### config.mk
export PLATFORM = sky130hd
export DESIGN_NAME = pipe_addsub
export DESIGN_NICKNAME = d
export VERILOG_FILES = /design/src/rtl/pipe_addsub.sv
export SDC_FILE = /design/constraint.sdc
export NUM_CORES = 1
export LEC_CHECK = 0
export BUFFER_PORTS_ARGS = -buffer_cell sky130_fd_sc_hd__buf_2
export CAP_MARGIN = 20
export CORE_MARGIN = 2
export CORE_UTILIZATION = 49
export DETAILED_ROUTE_END_ITERATION = 6
export PLACE_DENSITY = 0.76
export SLEW_MARGIN = 25
export SYNTH_ARGS = -nofsm -noshare
export SYNTH_HDL_FRONTEND = slang
export SYNTH_SLANG_ARGS = --single-unit
### constraint.sdc
create_clock -name clk -period 6 [get_ports clk]
set_input_delay 0.3 -clock clk [delete_from_list [all_inputs] [get_ports clk]]
set_output_delay 0.3 -clock clk [all_outputs]
set_load 0.005 [all_outputs]
### src/rtl/pipe_addsub.sv
// pipe_addsub: W-bit add/subtract split into STAGES carry-chained slices,
// one slice per register stage, with a valid/ready handshake and a tag.
// Define PIPE_ADDSUB_FLAGS_EN to build the carry/overflow/zero flags;
// without it out_cout/out_ovf/out_zero are tied to 0.
module pipe_addsub #(
  parameter int W      = 32,
  parameter int STAGES = 4,
  parameter int TAGW   = 6
) (
  input  logic            clk,
  input  logic            rst,
  input  logic            in_valid,
  output logic            in_ready,
  input  logic            in_sub,
  input  logic [W-1:0]    in_a,
  input  logic [W-1:0]    in_b,
  input  logic [TAGW-1:0] in_tag,
  output logic            out_valid,
  input  logic            out_ready,
  output logic [W-1:0]    out_sum,
  output logic [TAGW-1:0] out_tag,
  output logic            out_cout,
  output logic            out_ovf,
  output logic            out_zero
);
  localparam int C = W / STAGES;

  logic              adv;
  logic [STAGES-1:0] vld;

`ifdef PIPE_ADDSUB_FLAGS_EN
  logic [W-1:0] last_sum;
  logic         last_cout, last_amsb, last_bmsb;
  logic         cout_q, ovf_q, zero_q;
`endif

  // Whole pipe advances together; only a full, unconsumed last stage stalls it.
  assign adv      = ~vld[STAGES-1] | out_ready;
  assign in_ready = adv;

  // Valid bits shift one stage per advance; bubbles are not squeezed out.
  always_ff @(posedge clk) begin
    if (rst) begin
      vld <= '0;
    end else if (adv) begin
      for (int k = STAGES-1; k > 0; k--) vld[k] <= vld[k-1];
      vld[0] <= in_valid;
    end
  end

  for (genvar k = 0; k < STAGES; k++) begin : g_st
    logic [W-1:0]    a_i, b_i, sum_i, sum_n;
    logic            c_i;
    logic [TAGW-1:0] tag_i;
    logic [C:0]      part;
    logic [W-1:0]    sum_q, a_q, b_q;
    logic            c_q;
    logic [TAGW-1:0] tag_q;

    if (k == 0) begin : g_in
      // Subtract is a + ~b + 1: invert b here, carry-in supplies the +1.
      assign a_i   = in_a;
      assign b_i   = in_b ^ {W{in_sub}};
      assign c_i   = in_sub;
      assign sum_i = '0;
      assign tag_i = in_tag;
    end else begin : g_chain
      assign a_i   = g_st[k-1].a_q;
      assign b_i   = g_st[k-1].b_q;
      assign c_i   = g_st[k-1].c_q;
      assign sum_i = g_st[k-1].sum_q;
      assign tag_i = g_st[k-1].tag_q;
    end

    assign part = {1'b0, a_i[k*C +: C]} + {1'b0, b_i[k*C +: C]} + {{C{1'b0}}, c_i};

    // Splice this stage's slice into the partially built sum.
    always_comb begin
      sum_n            = sum_i;
      sum_n[k*C +: C]  = part[C-1:0];
    end

    // Stage registers; contents only matter while the matching valid bit is set.
    always_ff @(posedge clk) begin
      if (rst) begin
        sum_q <= '0;
        a_q   <= '0;
        b_q   <= '0;
        c_q   <= 1'b0;
        tag_q <= '0;
      end else if (adv) begin
        sum_q <= sum_n;
        a_q   <= a_i;
        b_q   <= b_i;
        c_q   <= part[C];
        tag_q <= tag_i;
      end
    end

`ifdef PIPE_ADDSUB_FLAGS_EN
    if (k == STAGES-1) begin : g_last
      assign last_sum  = sum_n;
      assign last_cout = part[C];
      assign last_amsb = a_i[W-1];
      assign last_bmsb = b_i[W-1];
    end
`endif
  end

`ifdef PIPE_ADDSUB_FLAGS_EN
  // Flags are formed alongside the last slice so they leave straight from registers.
  always_ff @(posedge clk) begin
    if (rst) begin
      cout_q <= 1'b0;
      ovf_q  <= 1'b0;
      zero_q <= 1'b0;
    end else if (adv) begin
      cout_q <= last_cout;
      ovf_q  <= (last_amsb ~^ last_bmsb) & (last_sum[W-1] ^ last_amsb);
      zero_q <= ~|last_sum;
    end
  end

  assign out_cout = cout_q;
  assign out_ovf  = ovf_q;
  assign out_zero = zero_q;
`else
  assign out_cout = 1'b0;
  assign out_ovf  = 1'b0;
  assign out_zero = 1'b0;
`endif

  assign out_valid = vld[STAGES-1];
  assign out_sum   = g_st[STAGES-1].sum_q;
  assign out_tag   = g_st[STAGES-1].tag_q;
endmodule

==> flow_summary_export.csv, run 1 <==
group,metric,value,unit
grt,busiest_layer,"met2",
critical_path,worst_path_max_delay_cell,"inv_8",
route,postRouteAntennaNets,0,
logic_synthesis,netlist.top_cell.by_area,"dfxtp_1",
logic_synthesis,seq_area_frac_synth,47.8,%
sta,worstMarginPinSlew,1.02,ns
power,p_per_area,309,nW/um^2
critical_path,cp.arrival,3.36,ns
power,combPwrFrac,9.5,%
sta,max_freq,0.337,GHz
power,pwr-share-clk,41.5,%
status,status,"completed",
power,switching_share,24.0,%
route,dr.pass1.iters,5,
die,core_region_area,17300,um^2
job,drv_cap,0,
sta,clock_skew,0.00636,ns
sta,setup_viol,0,
sta,slew_headroom,31.8,%
grt,grt_pass1_vias,6486,
clocking,cts.path.max_buffers,3,
critical_path,crit_type,"flip-flop to flip-flop",
logic_synthesis,syn_area_per_cell,8.08,um^2
layout,layout-drive-gt1-share,13.9,%
clocking,cts_hold_buf,0,
sta,hold_viol,0,
clocking,htreeDepth,1,
critical_path,cp-start-kind,"flip-flop",
power,leakage,0.00411,uW
layout,finalNetCount,1246,
grt,use_met3,2.78,%
logic_synthesis,yosysWarnings,0,
layout,regArea,4140,um^2
grt,groute.usage.overall,19.2,%
layout,fin_area,9950,um^2
min_path,min_path_type,"input pin to flip-flop",
critical_path,crit_fanout,193,
clocking,clock_sinks,207,
layout,multi_input_area,4160,um^2
logic_synthesis,yosysMostFrequentCell,"nand2_1",
route,drtIter0Drc,587,
route,routed_via_density,5.14,
critical_path,r2r_slack,3.04,ns
critical_path,crit_family,"buffers and inverters",
clocking,cts_tree,"yes",
route,wl_per_cell,13.1,um
power,p_seq_share,49.0,%
power,internal_power,2340,uW
clocking,path_clk_slew,0.06,ns
logic_synthesis,synth_edf_count,0,
logic_synthesis,synth_seq_cells,207,
logic_synthesis,synthDistinctLibCells,47,
die,ioPinCount,118,
placed_design,io_buffers,114,
grt,use_met2,31.3,%
logic_synthesis,netlist_top_cells_count,"nand2_1 (321), dfxtp_1 (207), a21oi_1 (177)",
critical_path,regToRegEndpoint,"g_st[0].sum_q[4]$_SDFFE_PP0P_",
layout,antennaDiodeCount,0,
die,row_count,48,
sta,fin_crit,2.96,ns
critical_path,r2r-start,"vld[3]$_SDFFE_PP0P_",
logic_synthesis,netlist_top_cells_area,"dfxtp_1 (48%), nand2_1 (14%), a21oi_1 (10%), ha_1 (3.9%), a211oi_1 (2.9%)",
critical_path,path_depth,6,
power,ir_worst_vdd,220,uV
sta,finalSetupTns,0,ns
critical_path,r2r_cells,6,
die,die_w,137,um
placed_design,post_dp_cell_area,9260,um^2
grt,grt_max_degree,194,
die,start_util,50.2,%
placed_design,gp_congestion,0.789,
critical_path,cp_cell_sequence,"nor2b_4 > buf_12 > inv_8 > buf_4 > nand2_1 > o31ai_1",
clocking,cts_setup_buffers,0,
critical_path,cp_slowest_stage_delay,0.76,ns
route,wl,18.0,mm
critical_path,crit_required,6.40,ns
logic_synthesis,postSynthCellCount,1073,
clocking,cts_buffers,22,
logic_synthesis,yosysTopAreaCellShare,47.8,%
critical_path,crit_path_start,"vld[3]$_SDFFE_PP0P_",
clocking,clock_latency,0.49,ns
route,num_vias,7065,
critical_path,worstSetupEndpointType,"flip-flop",
sta,slew_viol_final,0,
critical_path,cp_num_buf_inv,3,
min_path,min_path_cells,3,
layout,fillers,1604,
grt,antenna_found_initial,0,
logic_synthesis,async_flop_share,0,%
route,route.detailed.drc,0,
logic_synthesis,ys.flop_type,"dfxtp_1",
sta,rsz0062_at_grt,"false",
placed_design,hpwl,11.2,mm
power,p_switching,737,uW
grt,grt_pass1_wl,29.9,mm
logic_synthesis,syn_area,8670,um^2
clocking,cts.repair.resized,0,
critical_path,crit_end,"g_st[0].sum_q[4]$_SDFFE_PP0P_",
sta,period_share,49.4,%
grt,grt_overflow,0,
grt,met1_usage,26.5,%
clocking,root_buffer,"clkbuf_16",
layout,area_growth,14.7,%
power,totalPowerFinal,3070,uW
die,fp.dieH,137,um
die,die-area,18800,um^2
power groups by stage:
stage                     clock, uW  combinational, uW  sequential, uW
after detailed placement          0                291            1540
after CTS                      1300                294            1510
after global placement            0                285            1540
after floorplan                   0                214            1530
after global routing           1360                334            1520
final                          1280                291            1510
kinds of logic after synthesis:
family / share of synthesized area [%]
AOI/OAI and AO/OA: 17.8
xor gates and xnor gates: 3.74
adders and majority gates: 5.51
buffers and inverters: 4.43
DFF: 47.8
muxes: 0.173
other: 0.0432
and+or+nand+nor: 20.5
state kept, by name (all words and copies together), names as in the netlist:
name and count:
vld 4, g_st.sum_q 48, out_sum 32, g_st.tag_q 18, g_st.c_q 3, g_st.b_q 48
g_st.a_q 48, out_tag 6
area by class of cell:
class                   count  area share [%]
clock inverters             8           0.465
well taps                 225            2.83
flip-flops and latches    207            41.7
multi-input cells         775            41.8
clock buffers              29            6.42
repair buffers            118            6.23
inverters                  13           0.566
per-stage QoR:
step | utilization [%] | setup slack [ns] | hold slack, ns | cells
global placement | 53.5 | 2.98 | 0.437 | 1338
floorplan | - | 3.87 | 0.432 | 1075
CTS | 57.5 | 2.93 | 0.0340 | 1375
finish | 57.5 | 3.04 | 0.0460 | 1375
global route | 57.5 | 2.85 | 0.0315 | 1375
detailed placement | 53.5 | 2.92 | 0.442 | 1338
cell usage in the layout, fill, tap and decap left out, drive strengths merged, types with 5 or more instances in the layout:
cell type | netlist | layout
xor2 | 9 | 9
and3 | 7 | 7
nor3 | 9 | 9
clkbuf | 54 | 29
xnor2 | 28 | 28
o211ai | 5 | 5
nand2 | 321 | 321
fa | 7 | 7
dfxtp | 207 | 207
a31oi | 5 | 5
o21a | 8 | 8
a21oi | 177 | 177
or3 | 8 | 8
nor2 | 36 | 36
clkinv | 0 | 7
nand3 | 30 | 30
ha | 27 | 27
inv | 13 | 14
buf | 26 | 118
a21o | 6 | 6
a211oi | 34 | 34
o21ai | 21 | 21
routing by layer:
layer  share of wire (%)  vias to the layer above
li1                    -                     3752
met5                   0                        -
met1                  47                     3145
met2                  46                      139
met4                 2.0                        0
met3                 4.7                       29
worst min-delay path, delay by kind of cell:
family	cells	cell delay [ns]
AOI/OAI and AO/OA	1	0.05
and+or+nand+nor	1	0.05
buffers and inverters	1	0.09
worst min-delay path by stage:
stage	to	startpoint	slack, ns
2_1_floorplan	g_st[0].a_q[16]$_SDFFE_PP0P_	g_st[0].a_q[16]$_SDFFE_PP0P_	0.43
6_report	g_st[0].a_q[30]$_SDFFE_PP0P_	in_a[30]	0.05
4_1_cts	g_st[0].a_q[30]$_SDFFE_PP0P_	in_a[30]	0.03
3_5_place_dp	out_sum[1]$_SDFFE_PP0P_	out_sum[1]$_SDFFE_PP0P_	0.44
3_3_place_gp	out_tag[4]$_SDFFE_PP0P_	out_tag[4]$_SDFFE_PP0P_	0.44
5_1_grt	g_st[0].a_q[30]$_SDFFE_PP0P_	in_a[30]	0.03
(Power assumes the default switching activity.)
==> inputs of run 2 (changes only) <==
- clock period: 6 -> 3.08 ns (I/O delays scaled with it)
==> run 2 against run 1 <==
Worst setup slack lost 2.2 ns; final cell count grew 4.3%; via count grew 5.0%; non-clock buffer count grew 58; sequential share of layout area shrank 2.5 points; clock-buffer cell count grew 2; clock skew grew 0.00082 ns; critical endpoint is now g_st[2].c_q$_SDFFE_PP0P_; largest power group unchanged; highest routed layer unchanged.
==> flow_summary_export.csv, run 2 (synthesis results as in run 1) <==
group,metric,value,unit
status,status,"completed",
clocking,clock_latency,0.49,ns
clocking,htreeDepth,1,
critical_path,crit_path_start,"g_st[1].a_q[16]$_SDFFE_PP0P_",
sta,finalSetupTns,0,ns
layout,finalNetCount,1304,
clocking,cts_buffers,22,
sta,worstMarginPinSlew,0.891,ns
critical_path,r2r-start,"g_st[1].a_q[16]$_SDFFE_PP0P_",
critical_path,crit_type,"flip-flop to flip-flop",
critical_path,crit_fanout,3,
layout,area_growth,21.9,%
placed_design,io_buffers,114,
die,die-area,18800,um^2
route,wl_per_cell,13.6,um
clocking,cts_tree,"yes",
power,leakage,0.00436,uW
min_path,min_path_type,"input pin to flip-flop",
placed_design,hpwl,11.8,mm
critical_path,crit_end,"g_st[2].c_q$_SDFFE_PP0P_",
route,route.detailed.drc,0,
clocking,clock_sinks,207,
critical_path,worstSetupEndpointType,"flip-flop",
layout,fillers,1573,
sta,period_share,72.9,%
layout,multi_input_area,4160,um^2
die,row_count,48,
die,die_w,137,um
sta,max_freq,0.446,GHz
route,dr.pass1.iters,5,
clocking,root_buffer,"clkbuf_16",
layout,final_cell_mix,"nand2_1 (321), dfxtp_1 (207), a21oi_1 (177), buf_2 (113), dlygate4sd3_1 (55)",
min_path,min_path_cells,3,
sta,slew_headroom,40.6,%
clocking,cts.path.max_buffers,3,
layout,regArea,4140,um^2
sta,clock_skew,0.00719,ns
grt,grt_pass1_vias,6839,
sta,fin_crit,2.24,ns
critical_path,cp.arrival,2.63,ns
layout,layout-drive-gt1-share,13.3,%
sta,rsz0062_at_grt,"false",
die,core_region_area,17300,um^2
route,routed_via_density,5.17,
power,totalPowerFinal,6200,uW
clocking,cts_setup_buffers,0,
placed_design,dp.cells,1341,
sta,setup_viol,0,
grt,groute.usage.overall,20.6,%
layout,fin_cells,1434,
power,p_per_area,586,nW/um^2
critical_path,r2r_cells,6,
critical_path,cp-start-kind,"flip-flop",
clocking,cts.repair.resized,0,
sta,timing.hold.ws,0.0213,ns
job,drv_cap,0,
route,num_vias,7418,
placed_design,dp_slack,0.836,ns
grt,grt_pass1_wl,32.0,mm
grt,antenna_found_initial,0,
route,drtIter0Drc,631,
die,start_util,50.2,%
die,fp.dieH,137,um
grt,grt_overflow,0,
layout,reg_top3,"g_st.a_q: 48 flops, g_st.b_q: 48 flops, g_st.sum_q: 48 flops",
clocking,path_clk_slew,0.06,ns
layout,final_common_cell,"nand2_1",
power,ir_worst_vdd,453,uV
grt,grt_max_degree,193,
critical_path,regToRegEndpoint,"g_st[2].c_q$_SDFFE_PP0P_",
critical_path,r2r_slack,0.84,ns
sta,slew_viol_final,0,
layout,antennaDiodeCount,0,
sta,fin_ws,0.836,ns
clocking,cts_hold_buf,55,
route,postRouteAntennaNets,0,
sta,hold_viol,0,
route,wl,19.5,mm
placed_design,gp_congestion,0.827,
die,ioPinCount,118,
critical_path,crit_required,3.47,ns
run 2: changes by cell type in the layout (fill, tap and decap cells not counted), sizes merged:
cell	delta
dlygate4sd3	+55
clkbuf	+2
bufinv	+2
inv	-1
buf	+3
clkinv	-3
clkinvlp	+1
run 2: area by class of cell:
| class | count | share of cell area, % |
|---|---|---|
| Inverter | 13 | 0.509 |
| Timing Repair Buffer | 176 | 11.4 |
| Tap cell | 225 | 2.66 |
| Clock buffer | 31 | 6.01 |
| Clock inverter | 7 | 0.864 |
| Sequential cell | 207 | 39.2 |
| Multi-Input combinational cell | 775 | 39.4 |
run 2: metal layers:
layer,routed length [um],global-route usage (%),share of wire [%],vias to the layer above
met5,0,0,0,-
met4,473,5.73,2.4,0
met3,861,3.56,4.4,34
met2,9390,34.9,48,161
met1,8800,27.2,45,3356
li1,-,-,-,3867
run 2: through the flow:
stage | utilization [%] | instance area (um^2)
final | 61.1 | 10600
after global routing | 61.1 | 10600
after CTS | 61.1 | 10600
after detailed placement | 53.7 | 9300
after global placement | 53.7 | 9300
after floorplan | - | 8680
run 2: power breakdown:
part           internal (uW)  total [uW]  leakage [uW]  switching [uW]
clock network           1600        2630      0.000355            1020
logic                    301         634       0.00231             332
registers               2850        2940       0.00170            89.8
run 2: how the worst min path moves through the flow:
stage                         start                            end  slack (ns)
after detailed placement   in_a[17]   g_st[0].a_q[17]$_SDFFE_PP0P_        0.40
after CTS                   in_b[0]  g_st[0].sum_q[0]$_SDFFE_PP0P_     0.00004
final                       in_b[0]  g_st[0].sum_q[0]$_SDFFE_PP0P_        0.02
after floorplan            in_a[10]   g_st[0].a_q[10]$_SDFFE_PP0P_        0.29
after global routing        in_b[0]  g_st[0].sum_q[0]$_SDFFE_PP0P_      0.0001
after global placement    in_tag[1]  g_st[0].tag_q[1]$_SDFFE_PP0P_        0.40
run 2: worst max-delay path, cell delays in order, from the launching register on:
cell       delay, ns
dfxtp_1         0.33
fa_1            0.46
fa_1            0.42
a21o_1          0.21
a211oi_1        0.35
o2111ai_1       0.17
and3b_1         0.21
==> inputs of run 3 (changes only) <==
- clock period: 3.08 -> 2.3 ns (I/O delays scaled with it)
==> run 3 against run 2 <==
Via count rose by 1.0%; die area did not move; sequential cell count did not move; critical endpoint is now g_st[1].c_q$_SDFFE_PP0P_.
==> flow_summary_export.csv, run 3 (synthesis results as in run 1) <==
group,metric,value,unit
clocking,root_buffer,"clkbuf_16",
die,row_count,48,
placed_design,hpwl,12.2,mm
route,wl,19.4,mm
route,wl_per_cell,13.4,um
grt,grt_overflow,0,
critical_path,crit_type,"flip-flop to flip-flop",
power,combPwrFrac,10.4,%
power,leakage,0.00445,uW
critical_path,crit_path_start,"g_st[0].a_q[8]$_SDFFE_PP0P_",
status,status,"completed",
grt,antenna_found_initial,2,
grt,grt_pass1_wl,32.2,mm
layout,area_growth,23.8,%
sta,rsz0062_at_grt,"false",
route,dr.pass1.iters,7,
sta,finalSetupTns,0,ns
sta,clock_skew,0.00609,ns
power,p_seq_share,47.1,%
power,p_switching,1940,uW
layout,final_cell_mix,"nand2_1 (321), dfxtp_1 (207), a21oi_1 (177), buf_2 (113), dlygate4sd3_1 (61)",
route,num_vias,7493,
critical_path,cp.arrival,2.51,ns
route,drtIter0Drc,445,
layout,layout-drive-gt1-share,14.1,%
placed_design,dp_slack,0.106,ns
critical_path,r2r-start,"g_st[0].a_q[8]$_SDFFE_PP0P_",
route,postRouteAntennaNets,0,
critical_path,cp-start-kind,"flip-flop",
placed_design,io_buffers,114,
placed_design,gp_congestion,0.833,
clocking,cts_tree,"yes",
sta,max_freq,0.471,GHz
min_path,hold_start,"in_a[1]",
die,fp.dieH,137,um
grt,grt_pass1_vias,7026,
route,route.detailed.drc,0,
layout,reg_top3,"g_st.a_q: 48 flops, g_st.b_q: 48 flops, g_st.sum_q: 48 flops",
die,core_region_area,17300,um^2
sta,slew_viol_final,0,
route,routed_via_density,5.16,
clocking,cts_buffers,22,
sta,setup_viol,0,
power,switching_share,23.3,%
critical_path,worstSetupEndpointType,"flip-flop",
grt,grt_max_degree,95,
die,ioPinCount,118,
die,die_w,137,um
sta,period_share,92.2,%
sta,fin_ws,0.178,ns
clocking,htreeDepth,1,
critical_path,crit_fanout,3,
sta,fin_crit,2.12,ns
clocking,path_clk_slew,0.06,ns
power,internal_power,6400,uW
sta,hold_viol,0,
power,p_per_area,777,nW/um^2
clocking,cts_setup_buffers,0,
min_path,min_path_type,"input pin to flip-flop",
job,drv_cap,0,
die,die-area,18800,um^2
clocking,clock_sinks,207,
layout,postLayoutCoreUtil,62.1,%
power,ir_worst_vdd,501,uV
critical_path,crit_required,2.69,ns
layout,final_common_cell,"nand2_1",
clocking,clock_latency,0.49,ns
power,pwr-share-clk,42.5,%
layout,finalNetCount,1317,
clocking,cts.path.max_buffers,3,
die,start_util,50.2,%
grt,groute.usage.overall,20.7,%
run 3: layout make-up:
type,instances,area (um^2)
Antenna cell,3,7.51
Clock buffer,30,642
Clock inverter,9,95.1
Fill cell,1536,6560
Inverter,13,53.8
Multi-Input combinational cell,775,4170
Sequential cell,207,4140
Tap cell,225,282
Timing Repair Buffer,189,1340
run 3: critical path, cell delays in order (launching register included):
cell	delay [ns]
dfxtp_1	0.33
fa_1	0.45
fa_1	0.42
a21o_1	0.22
a211oi_2	0.26
o2111ai_1	0.14
and3b_1	0.19
run 3: repair_timing:
action                                 CTS  global route
endpoints found under the hold margin   68             0
setup endpoints to repair                0             2
hold buffers                            61             0
resized for setup                        0             2
run 3: path summary, 6_finish.rpt:
path,endpoint,slack (ns),cells past startpoint
setup / recovery,g_st[1].c_q$_SDFFE_PP0P_,0.18,6
hold / removal,g_st[0].sum_q[1]$_SDFFE_PP0P_,0.07,4
setup reg to reg,g_st[1].c_q$_SDFFE_PP0P_,0.18,6
hold reg to reg,out_tag[0]$_SDFFE_PP0P_,0.45,2
run 3: per-layer routing:
metal	wire length, um	global-route usage (%)	up-vias
li1	-	-	3894
met1	8740	26.9	3392
met2	9270	35.0	170
met3	886	3.22	37
met4	510	6.59	0
met5	0	0	-
run 3: metrics by stage:
stage                     hold WS (ns)  instance area (um^2)  total power, uW  instances
after floorplan                  0.255                  8680             4540       1075
after global placement           0.362                  9370             4760       1348
after detailed placement         0.365                  9370             4780       1348
after CTS                       0.0522                 10700             8420       1448
after global routing             0.115                 10700             8680       1450
final                           0.0661                 10700             8350       1451
run 3: power groups by stage:
stage	logic (uW)	clock network, uW	registers [uW]
6_report	865	3550	3930
5_1_grt	976	3750	3960
4_1_cts	860	3620	3930
3_5_place_dp	773	0	4010
3_3_place_gp	757	0	4000
2_1_floorplan	558	0	3980
